<file path="src/rtl/serial_add_seq.sv">
// serial_add_seq - bit-serial adder sequencer.
//
// Accepts two WIDTH-bit operands plus a carry-in over a valid/ready handshake,
// then adds them one bit pair per clock through a single full-adder cell. The
// full-adder carry-out is registered and fed back as the next carry-in. After
// WIDTH cycles the sum, carry-out and signed overflow are presented to the
// consumer with valid/ready and held until taken.
//
// Ports:
//   clk        in   1      rising-edge clock
//   rst_n      in   1      asynchronous reset, active-low
//   in_valid   in   1      operands a/b/cin valid
//   in_ready   out  1      block can accept operands (IDLE and not in reset)
//   a          in   WIDTH  operand A (unsigned or two's complement)
//   b          in   WIDTH  operand B
//   cin        in   1      carry-in for the LSB
//   out_valid  out  1      sum/cout/ovf valid
//   out_ready  in   1      consumer takes the result
//   sum        out  WIDTH  (a+b+cin) mod 2^WIDTH
//   cout       out  1      carry out of the MSB
//   ovf        out  1      signed overflow (carry into MSB xor carry out of MSB)

// Single-bit full adder used as the serial arithmetic element.
module fa (
    input  logic x,
    input  logic y,
    input  logic ci,
    output logic s,
    output logic co
);
    assign s  = x ^ y ^ ci;
    assign co = (x & y) | (ci & (x ^ y));
endmodule

module serial_add_seq #(
    parameter int WIDTH = 4
) (
    input  logic             clk,
    input  logic             rst_n,
    input  logic             in_valid,
    output logic             in_ready,
    input  logic [WIDTH-1:0] a,
    input  logic [WIDTH-1:0] b,
    input  logic             cin,
    output logic             out_valid,
    input  logic             out_ready,
    output logic [WIDTH-1:0] sum,
    output logic             cout,
    output logic             ovf
);
    localparam int CW = $clog2(WIDTH);

    typedef enum logic [1:0] {
        IDLE = 2'd0,
        RUN  = 2'd1,
        HOLD = 2'd2
    } state_t;

    state_t state;
    state_t next_state;

    logic [WIDTH-1:0] sa;
    logic [WIDTH-1:0] sb;
    // Holds the WIDTH-1 sum bits produced so far; the final bit is merged
    // in directly when the result is captured.
    logic [WIDTH-2:0] sum_sr;
    logic [WIDTH-1:0] sum_next;
    logic             carry;
    logic [CW-1:0]    cnt;
    logic [WIDTH-1:0] sum_q;
    logic             cout_q;
    logic             ovf_q;

    logic             fa_s;
    logic             fa_c;
    logic             last_bit;
    logic             accept;

    fa u_fa (
        .x  (sa[0]),
        .y  (sb[0]),
        .ci (carry),
        .s  (fa_s),
        .co (fa_c)
    );

    assign in_ready  = (state == IDLE) & rst_n;
    assign out_valid = (state == HOLD);
    assign accept    = in_valid & in_ready;
    assign last_bit  = (cnt == CW'(WIDTH - 1));
    assign sum_next  = {fa_s, sum_sr};

    assign sum  = sum_q;
    assign cout = cout_q;
    assign ovf  = ovf_q;

    // State register; reset drops any transaction in flight, which also
    // removes out_valid immediately since it is decoded from the state.
    always_ff @(posedge clk or negedge rst_n) begin
        if (!rst_n) begin
            state <= IDLE;
        end else begin
            state <= next_state;
        end
    end

    // Next-state logic: accept in IDLE, WIDTH serial cycles in RUN, then
    // wait in HOLD until the consumer takes the result.
    always_comb begin
        next_state = state;
        case (state)
            IDLE: if (accept) next_state = RUN;
            RUN:  if (last_bit) next_state = HOLD;
            HOLD: if (out_ready) next_state = IDLE;
            default: next_state = IDLE;
        endcase
    end

    // Serial datapath. Operands are captured only on the accept edge; during
    // RUN both operands shift right so bit 0 always feeds the adder. On the
    // final bit the carry register still holds the carry into the MSB, which
    // gives the signed overflow when xored with the MSB carry-out.
    always_ff @(posedge clk or negedge rst_n) begin
        if (!rst_n) begin
            sa     <= '0;
            sb     <= '0;
            sum_sr <= '0;
            carry  <= 1'b0;
            cnt    <= '0;
            sum_q  <= '0;
            cout_q <= 1'b0;
            ovf_q  <= 1'b0;
        end else begin
            case (state)
                IDLE: begin
                    if (in_valid) begin
                        sa    <= a;
                        sb    <= b;
                        carry <= cin;
                        cnt   <= '0;
                    end
                end
                RUN: begin
                    sa     <= sa >> 1;
                    sb     <= sb >> 1;
                    sum_sr <= sum_next[WIDTH-1:1];
                    carry  <= fa_c;
                    cnt    <= cnt + CW'(1);
                    if (last_bit) begin
                        sum_q  <= sum_next;
                        cout_q <= fa_c;
                        ovf_q  <= carry ^ fa_c;
                    end
                end
                default: begin
                end
            endcase
        end
    end
endmodule
</file>
<file path="config.mk">
export PLATFORM = sky130hd
export DESIGN_NAME = serial_add_seq
export DESIGN_NICKNAME = d
export VERILOG_FILES = /design/src/rtl/serial_add_seq.sv
export SDC_FILE = /design/constraint.sdc
export NUM_CORES = 1
export LEC_CHECK = 0
export CAP_MARGIN = 30
export CORE_ASPECT_RATIO = 1.25
export CORE_UTILIZATION = 35
export DETAILED_ROUTE_END_ITERATION = 12
export MAX_ROUTING_LAYER = met4
export PLACE_DENSITY_LB_ADDON = 0.08
export SLEW_MARGIN = 10
export SYNTH_ARGS = -nofsm -noshare
export SYNTH_HDL_FRONTEND = slang
export SYNTH_SLANG_ARGS = --single-unit
</file>
<file path="constraint.sdc">
create_clock -name clk -period 3.3 [get_ports clk]
set_input_delay 0.33 -clock clk [delete_from_list [all_inputs] [get_ports clk]]
set_output_delay 0.33 -clock clk [all_outputs]
set_load 0.005 [all_outputs]
</file>
After elaboration in Yosys (flattened, before gate mapping)

Index checks and enable logic that the tools add are counted.
Widths: inputs -> output; s select.

Register bits: 22
Output and inout port bits: 8

Add/subtract/negate cells: 1
Eq/ne operators: 7
Multiplexer cells: 12
Bitwise logic cells: 8
Reductions and logical operators: 5

Operators with widths:

| operator            | number |
|---|---|
| $pmux 4 s2          | 2 |
| $mux 2              | 4 |
| $mux 4              | 2 |
| $ne 2x2->1 const B  | 3 |
| $pmux 2 s3          | 1 |
| $and 1x1->1         | 4 |
| $eq 2x2->1 const B  | 2 |
| $pmux 2 s2          | 1 |
| $reduce_and 2->1    | 2 |
| $reduce_and 3->1    | 1 |
| $xor 1x1->1         | 3 |
| $add 2x1->2 const B | 1 |
| $eq 2x1->1 const B  | 1 |
| $logic_not 2->1     | 1 |
| $ne 2x1->1 const B  | 1 |
| $pmux 1 s2          | 1 |
| $reduce_bool 2->1   | 1 |
| $mux 1              | 1 |
| $or 1x1->1          | 1 |

Depth between registers and ports, before layout

Word-level depth: 5
Mapped depth: 4
Depth with buffers taken out: 3

Modules after synthesis

From an unflattened synthesis, not the netlist that was laid out.

Cells, all modules: 78
Area total of the unflattened synthesis: 1023.5 um^2

Modules (own cells, without submodules):

| module         | times used | cells each | area each (um^2) |
|---|---|---|---|
| serial_add_seq | 1          | 77         | 1003.5 |
| fa             | 1          | 1          | 20.0 |

Least setup slack after synthesis

Ideal clock, no wire load.

Path kind: reg2reg
Start point: register carry
End point: register ovf_q, in the netlist ovf
Arrival time: 1.287 ns
Slack: 1.885 ns
Cell stages (with the launch flop): 4
Cells stage by stage: dfrtp_1 -> fa_1 -> xor2_1 -> mux2_1

Cells in the longest elaborated chain, start to end: 3

Ends and longest elaborated chain:

| item                   | RTL line | source |
|---|---|---|
| from (decl)            | 68       | `logic carry;` |
| from (signal assigned) | 139      | `carry <= cin;` |
| $and 1x1->1            | 32       | `assign co = (x & y) \| (ci & (x ^ y));` |
| $or 1x1->1             | 32       |  |
| net fa_c               | 75       | `logic fa_c;` |
| $xor 1x1->1            | 152      | `ovf_q <= carry ^ fa_c;` |
| to (signal assigned)   | 152      |  |
| to (decl)              | 72       | `logic ovf_q;` |

The timed path passes the listed nets, and every way through them passes these cells.
A chain may end at the register's enable or synchronous reset.

Worst setup path in the final report

Start point: register state[0]
End point: output out_valid

Cells in the longest elaborated chain, start to end: 1

Ends and longest elaborated chain:

| item                   | RTL line | source |
|---|---|---|
| from (decl)            | 59       | `state_t state;` |
| from (signal assigned) | 103      | `state <= next_state;` |
| $eq 2x2->1             | 88       | `assign out_valid = (state == HOLD);` |
| to (decl)              | 45       | `output logic out_valid,` |

No other way between the ends.

==> results.toml <==
[worst_setup_path]
start_kind = "flop"
reg2reg_from = "state[0]$_DFFE_PN0P_"
critPathRequiredTime_ps = 2970
cp_max_fo = 18
r2r_setup_slack_ps = 1620
reg2regPathDepth = 2
r2r_end = "sum_sr[0]$_DFFE_PN0P_"
crit_arrival_ps = 1730
path_class = "flop to output port"
end_kind = "output port"

[run_status]
outcome = "complete, no violations"

[floorplan]
ios = 21
dieArea_um2 = 3160
die_w_um = 50.5
core_area_um2 = 2730
start_util_pct = 37.6
num_rows = 21
die_h_um = 62.6

[finish]
final_util_pct = 47.5
antennaDiodeCount = 0
area_growth_syn_to_layout_pct = 26.4
drive_gt1_share_pct = 14.0
fin_nets = 109
final_common_cell = "dfrtp_1"
layout_common_cells = "dfrtp_1 (22), clkdlybuf4s50_1 (20), mux2_1 (9), or4b_1 (7), o221a_2 (7)"
fin_area_um2 = 1300
instances_no_fill = 127
fillerInstances = 269

[clocking]
hold_buffers = 0
cts_setup_buffers = 0
numCtsBuffers = 3
ctsResizeCount = 0
cts.sinks = 22
htreeDepth = 1
cts_tree = "yes"
clk_latency_ps = 300
clk_pin_slew_worst_paths_ps = 130
cts_max_path_buffers = 2
clockRootBuffer = "clkbuf_4"

[global_route]
grt_start_max_net_pins = 24
grt_pass1_wl_mm = 3.10
antenna_found_initial = 0
grt_usage_pct = 13.6
overflow = 0
grt_pass1_vias = 647

[timing]
hold_viol = 0
min_period_ps = 2060
worst_slew_pin_slew_ps = 579
post-route-period-util_pct = 62.4
slew_viol_final = 0
maxSlewHeadroom_pct = 61.4
finalWorstSetupSlack_ps = 1240
worst_clock_skew_ps = 11.6
fmax_mhz = 486
finalSetupViolations = 0
fin_hold_ws_ps = 450
grt_setup_unrepaired = "no"
final.setup.tns_ps = 0

[placed_design]
place.gp.congestion = 0.690
dpl_worst_slack_ps = 1390
io_buffers = 20
dp_cells = 123
place_area_um2 = 1250
dpl.hpwl_mm = 1.27

[logic_synthesis]
synthCells = 73
synth_cell_types = 21
yosys_warnings = 0
syn-num-nets = 88
synth_area_leaders = "dfrtp_1 (54%), mux2_1 (9.9%), o221a_2 (7.7%), or4b_1 (6.8%), nor3b_1 (2.2%)"
syn_avg_cell_area_um2 = 14.1
yosysTopAreaCell = "dfrtp_1"
synth-seq-cells = 22
ys_seq_area_share_pct = 53.6
netlist.area_leader.share_pct = 53.6
synth_area_um2 = 1030

[route]
drtPass1Iterations = 2
vias = 661
via_per_inst = 5.20
wl_mm = 1.78
avgRoutedWirePerCell_um = 14.0
drc = 0
ant_nets = 0
drtIter0Drc = 3

[run]
max_cap_violations = 0

[pwr]
p_leak_nw = 0.562
power_mw = 1.14
power_density_nw_per_um2 = 878
vdd_ir_drop_max_mv = 0.428

[hold_path]
hold_path_class = "input pin to async pin"
## flip-flops by register name, indices dropped and copies added (netlist names)
signal / cells
sum: 4
state: 2
sb: 4
carry: 1
sa: 4
sum_sr: 3
cout: 1
cnt: 2
ovf: 1
## logic make-up (layout without fill, tap and decap cells)
| group | Yosys count | in the layout | share of synthesized area (%) |
|---|---|---|---|
| AOI/OAI and AO/OA | 13 | 13 | 11.9 |
| xor gates and xnor gates | 1 | 1 | 0.853 |
| adders and majority gates | 2 | 2 | 3.17 |
| buffers and inverters | 8 | 28 | 4.14 |
| DFF | 22 | 22 | 53.6 |
| muxes | 10 | 10 | 10.8 |
| and+or+nand+nor | 17 | 17 | 15.5 |
## layout make-up
type / count / area, um2 / share of cell area, %
clock buffer: 3 / 22.5 / 1.73
timing repair buffer: 21 / 208 / 16.0
inverter: 3 / 11.3 / 0.867
tap: 34 / 42.5 / 3.28
sequential: 22 / 551 / 42.4
clock inverter: 1 / 30.0 / 2.31
multi-input combinational: 43 / 434 / 33.4
## worst max path at each step
stage,startpoint,to,slack [ps],cells past startpoint
finish,state[0]$_DFFE_PN0P_,out_valid,1240,3
global route,state[0]$_DFFE_PN0P_,in_ready,1110,2
CTS,state[0]$_DFFE_PN0P_,in_ready,1230,2
detailed placement,rst_n,in_ready,1390,3
global placement,rst_n,in_ready,1360,3
floorplan,carry$_DFFE_PN0P_,ovf$_DFFE_PN0P_,1890,3
## critical path: stages (launching register included)
cell             delay [ps]
dfrtp_1                 610
nand2b_1                260
inv_1                    70
clkdlybuf4s50_1         490
## power breakdown
group	total [mW]	internal, mW	switching [mW]
clock	0.201	0.123	0.0785
sequential	0.516	0.400	0.117
combinational	0.423	0.271	0.152
## layer usage
| metal | track usage (%) | part of all wire (%) |
|---|---|---|
| met3 | 2.43 | 4.1 |
| met2 | 20.0 | 48 |
| met4 | 7.29 | 2.4 |
| met1 | 17.7 | 45 |
| met5 | - | 0 |
## cell usage after synthesis (all sizes together)
cell type / n
o21ba: 1
nand2b: 3
inv: 3
o221a: 7
o22ai: 1
a21oi: 1
ha: 1
dfrtp: 22
buf: 5
nor3b: 3
fa: 1
mux2i: 1
mux2: 9
o21ai: 1
or4b: 7
nor4bb: 2
a211o: 2
nand3b: 2
xor2: 1
(Power assumes the default switching activity.)
